### src/rtl/matmul_seq_ctrl.sv
// Sequencer for the DIM x DIM matrix-multiply datapath: walks (i,j,k), drives
// operand reads, accumulator strobes, final-data load, result write and overflow tally.
module matmul_seq_ctrl #(
  parameter int DATA_WIDTH = 8,
  parameter int DIM        = 4,
  localparam int AW        = $clog2(DIM*DIM),
  localparam int CW        = $clog2(DIM*DIM+1)
) (
  input  logic          clk,
  input  logic          reset,
  input  logic          start,
  input  logic          abort,
  input  logic          fd_invalid,
  output logic [AW-1:0] a_addr,
  output logic [AW-1:0] b_addr,
  output logic          rd_en,
  output logic          acc_clr,
  output logic          acc_en,
  output logic          fd_en,
  output logic [AW-1:0] c_addr,
  output logic          c_we,
  output logic          busy,
  output logic          done,
  output logic          overflow,
  output logic [CW-1:0] ovf_count
);

  localparam int IW = $clog2(DIM);
  localparam logic [IW-1:0] LAST_IDX = IW'(DIM-1);
  localparam logic [CW-1:0] OVF_MAX  = CW'(DIM*DIM);

  generate
    if (DATA_WIDTH < 1 || DIM < 2) begin : g_param_check
      $error("matmul_seq_ctrl: DATA_WIDTH must be >= 1 and DIM >= 2");
    end
  endgenerate

  typedef enum logic [2:0] {
    S_IDLE, S_ISSUE, S_WAIT, S_LOAD, S_STORE, S_DONE
  } state_t;

  state_t        state_reg, state_next;
  logic [IW-1:0] i_reg, i_next, j_reg, j_next, k_reg, k_next;
  logic          ovf_clr, ovf_hit;

  function automatic logic [AW-1:0] lin(input logic [IW-1:0] row, input logic [IW-1:0] col);
    return AW'(row) * AW'(DIM) + AW'(col);
  endfunction

  always_comb begin
    state_next = state_reg;
    i_next     = i_reg;
    j_next     = j_reg;
    k_next     = k_reg;
    ovf_clr    = 1'b0;
    ovf_hit    = 1'b0;
    case (state_reg)
      S_IDLE: begin
        if (!abort && start) begin
          state_next = S_ISSUE;
          i_next     = '0;
          j_next     = '0;
          k_next     = '0;
          ovf_clr    = 1'b1;
        end
      end
      S_ISSUE: begin
        if (k_reg == LAST_IDX) begin
          state_next = S_WAIT;
          k_next     = '0;
        end else begin
          k_next = k_reg + IW'(1);
        end
      end
      S_WAIT:  state_next = S_LOAD;
      S_LOAD:  state_next = S_STORE;
      S_STORE: begin
        // The write is already on the bus this cycle, so its flag counts even if aborted.
        ovf_hit = fd_invalid;
        if (j_reg == LAST_IDX) begin
          j_next = '0;
          if (i_reg == LAST_IDX) begin
            i_next     = '0;
            state_next = S_DONE;
          end else begin
            i_next     = i_reg + IW'(1);
            state_next = S_ISSUE;
          end
        end else begin
          j_next     = j_reg + IW'(1);
          state_next = S_ISSUE;
        end
      end
      S_DONE:  state_next = S_IDLE;
      default: state_next = S_IDLE;
    endcase
    if (abort && state_reg != S_IDLE) state_next = S_IDLE;
  end

  always_ff @(posedge clk or posedge reset) begin
    if (reset) begin
      state_reg <= S_IDLE;
      i_reg     <= '0;
      j_reg     <= '0;
      k_reg     <= '0;
    end else begin
      state_reg <= state_next;
      i_reg     <= i_next;
      j_reg     <= j_next;
      k_reg     <= k_next;
    end
  end

  // Outputs are registered from the next-state decode so they line up with the state.
  always_ff @(posedge clk or posedge reset) begin
    if (reset) begin
      a_addr    <= '0;
      b_addr    <= '0;
      c_addr    <= '0;
      rd_en     <= 1'b0;
      acc_clr   <= 1'b0;
      acc_en    <= 1'b0;
      fd_en     <= 1'b0;
      c_we      <= 1'b0;
      busy      <= 1'b0;
      done      <= 1'b0;
      overflow  <= 1'b0;
      ovf_count <= '0;
    end else begin
      rd_en   <= (state_next == S_ISSUE);
      acc_clr <= (state_next == S_ISSUE) && (k_next == '0);
      acc_en  <= rd_en && (state_next != S_IDLE);
      fd_en   <= (state_next == S_LOAD);
      c_we    <= (state_next == S_STORE);
      done    <= (state_next == S_DONE);
      busy    <= (state_next != S_IDLE);
      if (state_next == S_ISSUE) begin
        a_addr <= lin(i_next, k_next);
        b_addr <= lin(k_next, j_next);
      end
      if (state_next == S_STORE) c_addr <= lin(i_reg, j_reg);
      if (ovf_clr) begin
        overflow  <= 1'b0;
        ovf_count <= '0;
      end else if (ovf_hit) begin
        overflow <= 1'b1;
        if (ovf_count != OVF_MAX) ovf_count <= ovf_count + CW'(1);
      end
    end
  end

endmodule

### config.mk
export PLATFORM = sky130hd
export DESIGN_NAME = matmul_seq_ctrl
export DESIGN_NICKNAME = d
export VERILOG_FILES = /design/src/rtl/matmul_seq_ctrl.sv
export SDC_FILE = /design/constraint.sdc
export NUM_CORES = 1
export LEC_CHECK = 0
export CELL_PAD_IN_SITES_DETAIL_PLACEMENT = 1
export CELL_PAD_IN_SITES_GLOBAL_PLACEMENT = 2
export CORE_ASPECT_RATIO = 1.5
export CORE_MARGIN = 3
export CORE_UTILIZATION = 39
export CTS_CLUSTER_DIAMETER = 150
export DETAILED_ROUTE_END_ITERATION = 8
export DONT_BUFFER_PORTS = 1
export GPL_TIMING_DRIVEN = 0
export PLACE_DENSITY_LB_ADDON = 0.08
export SYNTH_ARGS = -nofsm -noshare
export SYNTH_HDL_FRONTEND = slang
export SYNTH_SLANG_ARGS = --single-unit
### constraint.sdc
create_clock -name clk -period 1.9 [get_ports clk]
set_input_delay 0.38 -clock clk [delete_from_list [all_inputs] [get_ports clk]]
set_output_delay 0.38 -clock clk [all_outputs]
set_load 0.01 [all_outputs]
==> flow_summary.ini, run 1 <==
[run_status]
outcome = finished clean

[synth]
ys_seq_area_share_pct = 55.8
yosys.area.top_type_share_pct = 55.8
yosys.area_share.simple_pct = 15.5
synth_compound_area_share_pct = 8.63
yosys.cell_types.count = 35
yosys.area.top_type = dfrtp_1
synth_xor_area_share_pct = 1.83
synth_seq_cells = 32
yosys_warnings = 0
synth.area.mux_share_pct = 9.24
ys_top_cells_by_area = dfrtp_1 56%, mux2_2 7.8%, nor2_1 5.0%, ha_1 4.4%, a22o_1 2.4%
ys.flop_type = dfrtp_1
synth_top_family_by_area = simple AND/OR/NAND/NOR gates
yosys.area_share.adder_pct = 4.36
netlist_area_sq_um = 1440
syn_inst = 122
synth.avg_cell_area_sq_um = 11.8
synth_edf_count = 0
async_flop_share_pct = 100
syn_nets = 132

[sta]
slew_viol_final = 0
setup-tns-final_ns = 0
setup_viol = 0
period_share_pct = 89.9
fin_worst_skew_ns = 0.00476
hold_viol_final = 0
period_needed_ns = 1.71
hold_slack_ns = 0.124
slew_headroom_pct = 26.3
clock.fmax_mhz = 585
rsz0062_at_grt = no
tightest_slew_ns = 1.10

[die]
fp.coreArea_sq_um = 3480
dieArea_sq_um = 4460
std_cell_rows = 26
ios = 30
dieHeight_um = 80.3
start_util_pct = 41.2
die_w_um = 55.5

[drt]
wl_per_cell_um = 17.2
vias = 927
wl_met3_um = 155
viasPerCell = 5.39
met2_length_mm = 1.73
highest_layer = met4
wl_met1_mm = 1.01
wirelength_mm = 2.95
ant_nets = 0
drtIter0Drc = 27
drc = 0
first_pass_iters = 4

[worst_hold_path]
min_path_type = in -> async

[placed_design]
placed_cell_area_sq_um = 1490
gp_congestion = 0.805
portBuffers = 0
dpl.hpwl_mm = 2.27

[layout]
layout_common_cells = 32 x dfrtp_1, 19 x nor2_1, 10 x mux2_2
fill_cells = 375
final_core_util_pct = 45.6
drive_gt1_share_pct = 21.5
multi_input_area_sq_um = 578
largest_reg_flops = 5
layout_commonest_cell = dfrtp_1
area_growth_pct = 10.6
nNetsFinal = 139
largest_register = ovf_count
reg.largest.list = ovf_count x5, a_addr x4, c_addr x4
antennaDiodeCount = 0
seqCellArea_sq_um = 801
final_area_sq_um = 1590

[power]
p_per_area_nw_per_um2 = 982
p_leak_uw = 0.000801
vdd_drop_max_uv = 619
total_power_uw = 1560

[worst_setup_path]
slowest_stage = dfrtp_1
end_kind = flip-flop
critPathLaunchType = flip-flop
crit_arrival_ns = 1.87
crit_required_ns = 2.06
path_cells = buf_2, nor2_1, o21ai_0, a22o_1, mux2_2
cp_num_buf_inv = 1
critPathTopFamily = compound AO/OA/AOI/OAI gates
crit_fanout = 10
path_class = reg -> reg
cp_slowest_stage_delay_ns = 0.45

[clocking]
clkLatencyLatePin_ns = 0.28
cts_sinks = 32
path_clk_slew_ns = 0.06
htreeDepth = 2
cts_root_buf = clkbuf_8
clk_path_buf_depth = 2
post_cts_buffers = 0
numCtsBuffers = 5
cts_tree = yes

[global_route]
antenna_found_initial = 0
grt_overflow = 0
grt_pass1_wl_mm = 5.04
grt_use_total_pct = 15.0
grt_pass1_vias = 1087
grt_max_degree = 33

[flow_run]
maxCapViolCount = 0
synth_stat cells, types with 2 or more instances:
library cell,count
nand4_1,2
a21oi_1,2
nor2_1,19
mux2i_1,2
buf_4,2
ha_1,5
nor2b_1,2
inv_1,6
and3_1,3
nor3_1,3
clkbuf_1,2
dfrtp_1,32
mux2_2,10
nor3b_1,3
buf_2,2
xor2_1,2
a22o_1,4
nand2_1,4
cell type report:
type | instances | area share, %
tap | 42 | 3.31
sequential | 32 | 50.4
multi-input combinational | 77 | 36.4
clock buffer | 8 | 5.67
inverter | 6 | 1.42
buffer | 7 | 2.76
worst reg2reg max path, stage by stage, from the launching register on:
cell	delay (ns)
dfrtp_1	0.45
buf_2	0.23
nor2_1	0.19
o21ai_0	0.16
a22o_1	0.30
mux2_2	0.27
per-stage QoR:
| step | setup slack (ns) | std cells |
|---|---|---|
| 2_1_floorplan | 0.341 | 122 |
| 5_1_grt | 0.0553 | 172 |
| 3_5_place_dp | 0.0433 | 164 |
| 4_1_cts | 0.0323 | 172 |
| 6_report | 0.191 | 172 |
| 3_3_place_gp | 0.0670 | 164 |
what timing repair did:
action,4_1_cts,5_1_grt
endpoints found under the hold margin,0,0
hold buffers,0,0
gates resized for setup,0,2
setup endpoints to repair,0,6
where the power goes:
group          internal, uW  switching, uW  total [uW]
clock                   295            235         529
sequential              739           57.4         796
combinational           112            121         234
total                  1150            413        1560
path summary, 6_finish.rpt:
| path | from | end | slack (ns) | cells past startpoint |
|---|---|---|---|---|
| max | state_reg[2]$_DFF_PP0_ | a_addr[0]$_DFFE_PP0N_ | 0.19 | 5 |
| min | reset | ovf_count[0]$_DFFE_PP0P_ | 0.12 | 1 |
| max reg2reg | state_reg[2]$_DFF_PP0_ | a_addr[0]$_DFFE_PP0N_ | 0.19 | 5 |
| min reg2reg | rd_en$_DFF_PP0_ | acc_en$_DFF_PP0_ | 0.55 | 1 |
| max in group asynchronous | reset | a_addr[0]$_DFFE_PP0N_ | 1.27 | 1 |
| min in group clk | abort | state_reg[0]$_DFF_PP0_ | 0.16 | 1 |
per-layer routing:
metal / GRT usage (%) / vias to the layer above
li1: - / 433
met1: 13.3 / 469
met2: 29.3 / 17
met3: 5.31 / 8
met4: 7.30 / 0
met5: 0 / -
cells by family after synthesis:
| kind of cell | count (synthesis) |
|---|---|
| AO/OA/AOI/OAI | 14 |
| multiplexers | 12 |
| adder cells (fa/ha/maj) | 5 |
| flip-flops | 32 |
| AND/OR/NAND/NOR | 43 |
| XOR/XNOR | 3 |
| buffers and inverters | 13 |
(Power assumes the default switching activity.)
==> run 2: changes to the inputs <==
- CORE_UTILIZATION: 39 -> 38
- CTS_BUF_LIST: unset -> sky130_fd_sc_hd__clkbuf_2 sky130_fd_sc_hd__clkbuf_4 sky130_fd_sc_hd__clkbuf_8
- clock period: 1.9 -> 1.5 ns (I/O delays scaled with it)
==> flow_summary.ini, run 2 (synthesis results as in run 1) <==
[run_status]
outcome = complete, but fails checks
violations = setup timing

[die]
ios = 30
dieArea_sq_um = 4570
start_util_pct = 40.8
dieHeight_um = 81.3
std_cell_rows = 26
fp.coreArea_sq_um = 3510
die_w_um = 56.2

[sta]
clock.fmax_mhz = 629
slew_headroom_pct = 73.6
slew_viol_final = 0
period_needed_ns = 1.59
rsz0062_at_grt = yes
tightest_slew_ns = 0.396
fin_worst_skew_ns = 0.00610
setup-tns-final_ns = -0.391
period_share_pct = 106
setup_viol = 7
hold_viol_final = 0
final.setup.worst_slack_ns = -0.0909

[drt]
vias = 1002
wl_per_cell_um = 17.4
first_pass_iters = 2
drc = 0
viasPerCell = 5.42
ant_nets = 0
drtIter0Drc = 21
wirelength_mm = 3.21

[clocking]
htreeDepth = 2
cts_sinks = 32
cts_root_buf = clkbuf_8
path_clk_slew_ns = 0.06
clkLatencyLatePin_ns = 0.28
cts_tree = yes
clk_path_buf_depth = 2
numCtsBuffers = 5

[layout]
seqCellArea_sq_um = 806
drive_gt1_share_pct = 40.6
largest_reg_flops = 5
largest_register = ovf_count
antennaDiodeCount = 0
multi_input_area_sq_um = 673
area_growth_pct = 28.6
nNetsFinal = 155
layout_common_cells = 28 x dfrtp_1, 18 x nor2_1, 13 x buf_4
reg.largest.list = ovf_count x5, a_addr x4, c_addr x4
final_core_util_pct = 52.5
fill_cells = 374
layout_commonest_cell = dfrtp_1

[global_route]
grt_max_degree = 33
grt_overflow = 0
grt_use_total_pct = 15.9
grt_pass1_vias = 1128
antenna_found_initial = 0
grt_pass1_wl_mm = 5.50

[worst_setup_path]
end_kind = flip-flop
critPathLaunchType = flip-flop
crit_fanout = 6
crit_required_ns = 1.66
crit_arrival_ns = 1.75
path_class = reg -> reg

[power]
p_clk_share_pct = 28.9
seq_power_share_pct = 50.1
p_sw_uw = 559
combPwrFrac_pct = 21.0
p_sw_share_pct = 27.7
internal_power_uw = 1460
p_per_area_nw_per_um2 = 1090
vdd_drop_max_uv = 723
p_leak_uw = 0.000910

[placed_design]
gp_congestion = 0.792
dpl.hpwl_mm = 2.16
portBuffers = 0

[worst_hold_path]
min_path_type = in -> reg

[flow_run]
maxCapViolCount = 0
==> run 2: cell types whose count changed in the layout (fill, tap and decap cells not counted), sizes merged <==
| cell | previous run | this run |
|---|---|---|
| buf | 5 | 22 |
| clkbuf | 10 | 5 |
| clkinv | 1 | 0 |
| dlygate4sd3 | 0 | 1 |
| inv | 5 | 6 |
==> run 2: repair_timing <==
action | CTS | global route
endpoints found under the setup margin | 16 | 13
hold endpoints to repair | 0 | 7
buffers inserted | 11 | 5
hold buffers | 0 | 1
pin swaps | 5 | 11
resized for setup | 17 | 18
==> run 2: final cells by class <==
| type | count | area share, % |
|---|---|---|
| Buffer | 6 | 3.12 |
| Clock buffer | 5 | 3.73 |
| Sequential cell | 32 | 43.7 |
| Timing Repair Buffer | 17 | 8.95 |
| Multi-Input combinational cell | 77 | 36.5 |
| Inverter | 6 | 1.22 |
| Tap cell | 42 | 2.85 |
==> run 2: routing by layer <==
layer,part of all wire (%),wire length (um),global-route usage [%]
met3,4.3,137,5.41
met2,56,1800,29.6
met4,1.5,47,4.99
met5,0,0,0
met1,38,1230,16.8
==> run 2: metrics by stage <==
stage / area (sq um) / cells / hold slack [ns] / worst slack [ns] / power [uW]
final: 1850 / 185 / 0.0789 / -0.0909 / 2020
after global routing: 1850 / 185 / 0.0608 / -0.131 / 2140
after CTS: 1720 / 180 / 0.0746 / -0.0782 / 1970
after detailed placement: 1500 / 164 / 0.374 / -0.225 / 1330
after global placement: 1500 / 164 / 0.370 / -0.178 / 1320
after floorplan: 1450 / 122 / 0.366 / -0.0255 / 1260
==> run 2: path summary, 6_finish.rpt <==
check	cells after the start	slack [ns]	end	start
setup / recovery	5	-0.09	a_addr[2]$_DFFE_PP0N_	state_reg[0]$_DFF_PP0_
setup reg to reg	5	-0.09	a_addr[2]$_DFFE_PP0N_	state_reg[0]$_DFF_PP0_
hold / removal	1	0.08	state_reg[1]$_DFF_PP0_	abort
hold reg to reg	1	0.56	c_addr[1]$_DFFE_PP0N_	j_reg[1]$_DFF_PP0_
min in group asynchronous	2	0.44	c_we$_DFF_PP0_	reset
max in group asynchronous	3	0.58	ovf_count[1]$_DFFE_PP0P_	reset
==> run 2: power groups by stage <==
stage	clock network, uW	registers, uW	logic (uW)
6_report	583	1010	423
5_1_grt	655	1020	464
4_1_cts	602	1010	360
3_5_place_dp	0	1030	303
3_3_place_gp	0	1020	293
2_1_floorplan	0	1010	247
==> run 2: worst max-delay path: stages (launching register included) <==
cell and delay (ns):
dfrtp_1 0.38, buf_6 0.14, or2_4 0.23, o21bai_4 0.19, a211o_1 0.27, mux2_2 0.26
